<file path="src/rtl/sprite_collision_detect.sv">
// Counts per-frame pixels where the player and obstacle sprites overlap, then publishes a flag word
// and the overlap count to shared RAM at vblank. Optional irq output enabled by COLLISION_IRQ_EN.
module sprite_collision_detect #(
   parameter logic [15:0] COLL_FLAG_ADDR  = 16'hFFFC,
   parameter logic [15:0] COLL_COUNT_ADDR = 16'hFFFD,
   parameter logic [15:0] MIN_HITS        = 16'd4,
   parameter logic [9:0]  VBLANK_LINE     = 10'd480
) (
   input  logic        sys_clk,
   input  logic        reset,
   input  logic        pix_tick,
   input  logic        bright,
   input  logic [9:0]  hcount,
   input  logic [9:0]  vcount,
   input  logic        player_opaque,
   input  logic        obstacle_opaque,
   output logic        wr_req,
   input  logic        wr_gnt,
   output logic [15:0] wr_addr,
   output logic [15:0] wr_data,
   output logic        wr_we,
   output logic        hit_frame
`ifdef COLLISION_IRQ_EN
   ,
   output logic        irq,
   input  logic        irq_ack
`endif
);

   typedef enum logic [1:0] {
      IDLE,
      W_FLAG,
      W_COUNT
   } state_t;

   state_t      state_q, state_d;
   logic [15:0] acc_q, acc_d;
   logic [15:0] cnt_lat_q, cnt_lat_d;
   logic        hit_lat_q, hit_lat_d;
   logic        overrun_q, overrun_d;
   logic        wr_req_q, wr_req_d;
   logic [15:0] wr_addr_q, wr_addr_d;
   logic [15:0] wr_data_q, wr_data_d;
   logic        hit_frame_q, hit_frame_d;
`ifdef COLLISION_IRQ_EN
   logic        irq_q, irq_d;
`endif

   logic frame_end;
   logic overlap;
   logic grant;

   assign frame_end = pix_tick && (hcount == 10'd0) && (vcount == VBLANK_LINE);
   assign overlap   = pix_tick && bright && player_opaque && obstacle_opaque;
   assign grant     = wr_req_q && wr_gnt;

   always_comb begin
      state_d     = state_q;
      acc_d       = acc_q;
      cnt_lat_d   = cnt_lat_q;
      hit_lat_d   = hit_lat_q;
      overrun_d   = overrun_q;
      wr_req_d    = 1'b0;
      wr_addr_d   = wr_addr_q;
      wr_data_d   = wr_data_q;
      hit_frame_d = hit_frame_q;
`ifdef COLLISION_IRQ_EN
      irq_d       = irq_q;
      if (irq_ack) begin
         irq_d = 1'b0;
      end
`endif

      // Frame end takes priority: the accumulator restarts and any pixel in that cycle is dropped.
      if (frame_end) begin
         acc_d = 16'd0;
      end else if (overlap && (acc_q != 16'hFFFF)) begin
         acc_d = acc_q + 16'd1;
      end

      case (state_q)
         IDLE: begin
            if (frame_end) begin
               cnt_lat_d = acc_q;
               hit_lat_d = (acc_q >= MIN_HITS);
               state_d   = W_FLAG;
            end
         end
         W_FLAG: begin
            if (grant) begin
               state_d   = W_COUNT;
               overrun_d = 1'b0;
            end
         end
         W_COUNT: begin
            if (grant) begin
               state_d     = IDLE;
               hit_frame_d = hit_lat_q;
`ifdef COLLISION_IRQ_EN
               if (hit_lat_q) begin
                  irq_d = 1'b1;
               end
`endif
            end
         end
         default: begin
            state_d = IDLE;
         end
      endcase

      // A frame ending while a publication is still in flight is discarded but remembered;
      // setting wins over the clear from a coincident flag grant, since that flag is already out.
      if (frame_end && (state_q != IDLE)) begin
         overrun_d = 1'b1;
      end

      case (state_d)
         W_FLAG: begin
            wr_req_d  = 1'b1;
            wr_addr_d = COLL_FLAG_ADDR;
            wr_data_d = {overrun_d, 14'b0, hit_lat_d};
         end
         W_COUNT: begin
            wr_req_d  = 1'b1;
            wr_addr_d = COLL_COUNT_ADDR;
            wr_data_d = cnt_lat_d;
         end
         default: begin
            wr_req_d = 1'b0;
         end
      endcase
   end

   always_ff @(posedge sys_clk or negedge reset) begin
      if (!reset) begin
         state_q     <= IDLE;
         acc_q       <= 16'd0;
         cnt_lat_q   <= 16'd0;
         hit_lat_q   <= 1'b0;
         overrun_q   <= 1'b0;
         wr_req_q    <= 1'b0;
         wr_addr_q   <= COLL_FLAG_ADDR;
         wr_data_q   <= 16'd0;
         hit_frame_q <= 1'b0;
      end else begin
         state_q     <= state_d;
         acc_q       <= acc_d;
         cnt_lat_q   <= cnt_lat_d;
         hit_lat_q   <= hit_lat_d;
         overrun_q   <= overrun_d;
         wr_req_q    <= wr_req_d;
         wr_addr_q   <= wr_addr_d;
         wr_data_q   <= wr_data_d;
         hit_frame_q <= hit_frame_d;
      end
   end

`ifdef COLLISION_IRQ_EN
   always_ff @(posedge sys_clk or negedge reset) begin
      if (!reset) begin
         irq_q <= 1'b0;
      end else begin
         irq_q <= irq_d;
      end
   end

   assign irq = irq_q;
`endif

   assign wr_req    = wr_req_q;
   assign wr_addr   = wr_addr_q;
   assign wr_data   = wr_data_q;
   assign wr_we     = wr_req_q && wr_gnt;
   assign hit_frame = hit_frame_q;

endmodule

</file>
<file path="config.mk">
export PLATFORM = sky130hd
export DESIGN_NAME = sprite_collision_detect
export DESIGN_NICKNAME = d
export VERILOG_FILES = /design/src/rtl/sprite_collision_detect.sv
export SDC_FILE = /design/constraint.sdc
export NUM_CORES = 1
export LEC_CHECK = 0
export BUFFER_PORTS_ARGS = -buffer_cell sky130_fd_sc_hd__buf_2
export CAP_MARGIN = 30
export CORE_MARGIN = 3
export CORE_UTILIZATION = 42
export CTS_CLUSTER_SIZE = 10
export DETAILED_ROUTE_END_ITERATION = 6
export GPL_ROUTABILITY_DRIVEN = 0
export PLACE_DENSITY = 0.67
export SLEW_MARGIN = 20
export SYNTH_ARGS = -nofsm -noshare
export SYNTH_HDL_FRONTEND = slang
export SYNTH_SLANG_ARGS = --single-unit
</file>
<file path="constraint.sdc">
create_clock -name sys_clk -period 1.8 [get_ports sys_clk]
set_input_delay 0.36 -clock sys_clk [delete_from_list [all_inputs] [get_ports sys_clk]]
set_output_delay 0.36 -clock sys_clk [all_outputs]
set_load 0.01 [all_outputs]
</file>
## Yosys cells after proc, flatten, opt, wreduce, memory -nomap -nowiden

Cells that the tools add are included.

| operators by class | value |
|---|---|
| add/sub/neg operators | 1 |
| $lt $le $gt $ge | 1 |
| equality and inequality tests | 6 |
| mux-type cells | 16 |
| reduce and logical (&&, ||, !) cells | 15 |

Operators by type and width:

| operator | number |
|---|---|
| $mux 16 | 4 |
| $pmux 16 s2 | 2 |
| $add 16x1->16 const B | 1 |
| $ge 16x3->1 const B | 1 |
| $ne 16x16->1 const B | 1 |
| $eq 10x9->1 const B | 1 |
| $logic_not 10->1 | 1 |
| $logic_and 1x1->1 | 8 |
| $mux 1 | 6 |
| $mux 2 | 3 |
| $pmux 2 s3 | 1 |
| $reduce_bool 2->1 | 3 |
| $eq 2x1->1 const B | 2 |
| $eq 2x2->1 const B | 2 |
| $logic_not 2->1 | 1 |
| $reduce_and 2->1 | 1 |
| $reduce_or 2->1 | 1 |

| word-level totals | value |
|---|---|
| flip-flop bits (word level) | 70 |
| input bits | 27 |
| output and inout port bits | 35 |

## Longest topological paths before layout

| logic depth | value |
|---|---|
| word-level depth | 8 |
| mapped depth | 9 |
| gate-level depth less buffers | 7 |

## Worst setup path after synthesis

No wires, ideal clock.

| timing | value |
|---|---|
| kind | input to register |
| start point | input port hcount[5] |
| end point | register wr_data_q[10], in the netlist wr_data[10] |
| library setup time | 0.066 ns |
| arrival time | 2.408 ns |
| setup slack | -0.674 ns |
| stages on the path | 9 |
| buffers on the path | 2 |
| path through | nor4_2 nand3b_1 nor2_1 o21ai_0 ha_1 nor2b_1 buf_1 clkbuf_1 a22o_1 |

| on the way | value |
|---|---|
| cells in the longest elaborated chain, start to end | 7 |
| elaborated cells on any way between the ends | 11 |
| classes of those cells | eq/ne (2); mux (5); reduce/logical (4) |

RTL lines:

| item | RTL line | text |
|---|---|---|
| from (decl) | 13 | `input logic [9:0] hcount,` |
| $logic_not 10->1 (*) | 53 | `assign frame_end = pix_tick && (hcount == 10'd0) && (vcount == VBLANK_LINE);` |
| $logic_and 1x1->1 (*) (2 in series) | 53 |  |
| $mux 2 | 83 | `if (frame_end) begin` |
| $pmux 2 s3 | 81 | `case (state_q)` |
| $eq 2x2->1 / $eq 2x1->1 (equally long branches) | 117 | `case (state_d)` |
| $pmux 16 s2 / $reduce_bool 2->1 (equally long branches) | -- |  |
| to (signal assigned) | 153 | `wr_data_q <= wr_data_d;` |
| to (decl) | 43 | `logic [15:0] wr_data_q, wr_data_d;` |

Every way passes the cells marked *; elsewhere a longest branch is shown, timed or not.
A chain may end at the register's enable or synchronous reset.

## Worst setup path in the final report

| timing | value |
|---|---|
| start point | input port hcount[5] |
| end point | register wr_data_q[0], in the netlist wr_data[0] |

Same word-level chain as after synthesis.

==> flow_results.org <==
** Yosys
- Number of distinct library cells after synthesis :: 36
- For this run, asynchronously set or reset flops after synthesis account for 100.0%.
- Cell count after synthesis :: 222
- Summing the sequential cell areas from Yosys gives 52.18% of the chip area.
- During synthesis, Yosys emitted a total of 0 warnings.
- Synthesized area per cell :: 11.88 sq um
- Syn Std Cell Area :: 0.002638 sq mm
- Number of flops mapped to enable cells by yosys :: 0
- Post-synth top flop :: sky130_fd_sc_hd__dfrtp_1
- After synthesis the netlist holds a flip-flop and latch count of 55.

** Clock network
- Clock tree synthesis found a total of 55 sinks.
- CTS placed an instance of sky130_fd_sc_hd__clkbuf_8 at the clock tree root.
- After clock tree synthesis, the clock-pin slew on the worst setup and hold paths is 100 ps.
- The H-tree was split into 2 levels.
- Number of CTS-inserted buffers :: 5
- TritonCTS built the clock tree.
- Clock buffer depth :: 2
- In this run, post-CTS hold repair placed 0 buffers.
- At the later pin of the worst-skew pair, clock insertion delay measures 310 ps.

** Worst setup path
- The worst setup path is launched from an input port.
- The largest individual stage delay along the critical path comes from the cell sky130_fd_sc_hd__ha_4.
- Data arrival time of the worst path :: 2040 ps
- Launch point of the worst path :: hcount[5]
- Capture instance of the worst register-to-register path :: wr_data[0]
- Type of element capturing the critical path :: register
- For this run, the slowest stage of the critical path takes 320 ps.
- The worst setup path is of the input port to register kind.
- The number of cells on the worst reg-to-reg path is 4.
- In this design, the critical path's most frequently occurring cell is sky130_fd_sc_hd__buf_6.
- Worst r2r src :: state_q[1]
- Setup slack on the worst flop-to-flop path :: 20 ps
- Worst Path Required :: 2000 ps
- The critical path goes through buf_6, nor4_4, nand3b_1, buf_6, nor2_4, o21ai_4, ha_4, buf_6, nor2_2, a221o_1.
- Of all nets on the critical path, the largest fanout is 4.

** Min path
- The worst hold path belongs to the class input port to asynchronous set/reset pin.

** Pwr
- Across the VDD grid, the largest voltage drop is 352.9 uV.
- LEAKAGE :: 1.745 nW
- P per Cell Area :: 676.6 mW/mm^2
- Per report_power, the sequential group accounts for 55.6% of the total.
- Post-layout power :: 0.002356 W
- Per report_power, the clock group accounts for 28.6% of the total.
- Power spent charging and discharging nets :: 0.0006148 W
- Of the total power, the share spent switching nets is 26.09%.
- Cell internal power was estimated by the tool at 0.001741 W.
- Combinational cell fraction of total power :: 15.8%

** Routing
- In the final routed layout, each cell accounts on average for 14.48 um.
- DRC violations left :: 0
- Dividing the detail-routed via count by the number of cells gives 5.095.
- Residual antenna-violating net count after detailed routing :: 0
- Before antenna repair, the detailed router went through 4 iterations.
- Total wirelength of the detailed-routed design :: 5619 um
- For this block, the via count after detailed routing is 1,977.
- For this block, the initial DRC count from the detailed router was 63.

** Floorplan
- Effective utilization at floorplan :: 44.03%
- The die covers 0.007267 sq mm.
- Chip width :: 85.25 um
- The floorplan has 28 rows.
- Core Area :: 0.005991 sq mm
- Num ports :: 62
- DIE HEIGHT :: 85.25 um

** Timing
- Setup repair after global routing could not meet its margin everywhere.
- After layout, the worst setup slack is -41.28 ps.
- Min Clock Period, post-route :: 1841 ps
- For the final database, setup skew stands at 11.68 ps.
- Crit share post-route :: 102.3%
- Setup total negative slack :: -183.0 ps
- Final setup viols :: 6
- The total count of hold-check failures in the final report is 0.
- For this run, the top clock speed supported by timing is 0.5431 GHz.
- Number of max-slew violations in the final report :: 0

** Finish
- Once layout is complete, the utilization of the core stands at 58.12%.
- Synthesis-to-layout area growth :: 32.02%
- The number of antenna diodes in the final layout is 0.
- For this run, the post-layout net count is 343.
- Share of layout cells above drive strength 1 :: 43.45%

** Global route
- The first global-routing pass estimated 9211 um of wire.
- Vias in the first global route :: 1,968
- Global route total overflow :: 0
- Entering global routing, the biggest net connects 56 pins.
- Initial antenna violation count :: 0
- Total routing resource utilization after global routing :: 15.80%

** Outcome
- The run finished, with violations left.
- Violations in the final reports :: negative setup slack

** Placed design
- The count of buffers added on input and output ports is 46.
- Post-detailed-placement half-perimeter wirelength :: 3956 um

** Job
- Max-cap violations in this run came to 0.
synthesized netlist by cell type, types with 2 or more instances:
cell type / instances / share of area, %
sky130_fd_sc_hd__nand3b_1: 2 / 0.57
sky130_fd_sc_hd__nand2_1: 5 / 0.71
sky130_fd_sc_hd__ha_1: 4 / 1.9
sky130_fd_sc_hd__nor3_1: 8 / 1.5
sky130_fd_sc_hd__nor4_1: 5 / 1.2
sky130_fd_sc_hd__xnor2_1: 14 / 4.6
sky130_fd_sc_hd__nor4_4: 2 / 1.6
sky130_fd_sc_hd__nand3_1: 5 / 0.95
sky130_fd_sc_hd__clkbuf_1: 4 / 0.57
sky130_fd_sc_hd__mux2_2: 9 / 3.8
sky130_fd_sc_hd__nor2_1: 21 / 3.0
sky130_fd_sc_hd__a22o_1: 14 / 4.6
sky130_fd_sc_hd__buf_4: 15 / 4.3
sky130_fd_sc_hd__o21ai_0: 4 / 0.76
sky130_fd_sc_hd__or3_1: 4 / 0.95
sky130_fd_sc_hd__dfrtp_1: 55 / 52
sky130_fd_sc_hd__inv_1: 4 / 0.57
sky130_fd_sc_hd__a221o_1: 2 / 0.76
sky130_fd_sc_hd__nand4_1: 8 / 1.9
sky130_fd_sc_hd__a21oi_1: 3 / 0.57
sky130_fd_sc_hd__mux2_4: 10 / 5.7
sky130_fd_sc_hd__and2_1: 3 / 0.71
sky130_fd_sc_hd__nor3b_1: 3 / 0.85
sky130_fd_sc_hd__conb_1: 2 / 0.28
sky130_fd_sc_hd__nor4b_1: 5 / 1.7
registers in the layout (all words and copies together), names as in the netlist:
signal     flops
wr_addr        1
cnt_lat_q     16
wr_data       16
wr_req         1
acc_q         16
hit_frame      1
overrun_q      1
state_q        2
hit_lat_q      1
final cells by class:
class                      instances  area, sq um
fill                             512         2509
sequential                        55         1378
multi-input combinational        154         1275
timing repair buffer              92        635.6
tap                               75        93.84
clock buffer                       7        76.32
inverter                           4        15.01
clock inverter                     1        8.758
layout by cell type, fill, tap and decap left out, drive strengths merged:
master  count
mux2       19
a21oi       3
nor2b       1
nand3       5
o211a       1
a221o       2
nor4bb      1
nand4       8
buf        92
nand2       5
nand3b      2
nor3        8
dfrtp      55
o21ai       4
nor3b       3
and4bb      1
inv         5
and2        3
nor2       21
ha          4
a21o        1
a22o       14
clkbuf      7
xnor2      14
and4        1
nor4        8
nor4b       5
and4b       1
or3         4
conb       15
critical path, delay by kind of cell:
family | cells | cell delay, ps
AO/OA/AOI/OAI | 2 | 390
buffers and inverters | 3 | 370
AND/OR/NAND/NOR | 4 | 590
adder cells (fa/ha/maj) | 1 | 320
through the flow:
step / instances / worst slack, ps / area (sq um) / hold slack (ps)
floorplan: 235 / -244.0 / 2774 / 64.41
global placement: 367 / -493.8 / 3186 / 382.3
detailed placement: 367 / -498.0 / 3186 / 383.3
CTS: 380 / 5.087 / 3371 / 40.87
global route: 388 / -110.4 / 3482 / 47.78
finish: 388 / -41.28 / 3482 / 30.94
metal layers:
| metal | vias to the layer above | wire length, um | GRT usage, % |
|---|---|---|---|
| met2 | 55 | 2805 | 26.77 |
| met3 | 9 | 293 | 3.301 |
| met5 | - | 0 | 0 |
| met4 | 0 | 60 | 4.748 |
| met1 | 962 | 2459 | 20.35 |
| li1 | 951 | - | - |
power groups by stage:
stage                     Sequential [W]  Clock, W  Combinational [W]
after floorplan                  0.00135         0           0.000152
after global placement           0.00133         0           0.000322
after detailed placement         0.00133         0           0.000333
after CTS                        0.00130  0.000693           0.000337
after global routing             0.00131  0.000740           0.000413
final                            0.00131  0.000674           0.000372
how the worst max path moves through the flow:
stage,to
after floorplan,wr_data[0]
after global placement,wr_data[8]
after detailed placement,wr_data[6]
after CTS,wr_data[0]
after global routing,wr_data[3]
final,wr_data[0]
logic make-up after synthesis:
family / count (synthesis) / share of synthesized area (%)
other: 2 / 0.2847
and+or+nand+nor: 77 / 17.88
AOI/OAI and AO/OA: 25 / 7.400
xor gates and xnor gates: 14 / 4.649
adders and majority gates: 4 / 1.898
DFF: 55 / 52.18
muxes: 19 / 9.535
buffers and inverters: 26 / 6.166
what timing repair did:
action | CTS | global route
setup endpoints to repair | 25 | 30
setup buffers | 5 | 8
gates resized for setup | 11 | 12
endpoints found under the hold margin | 0 | 0
pin swaps | 4 | 3
(Power assumes the default switching activity.)
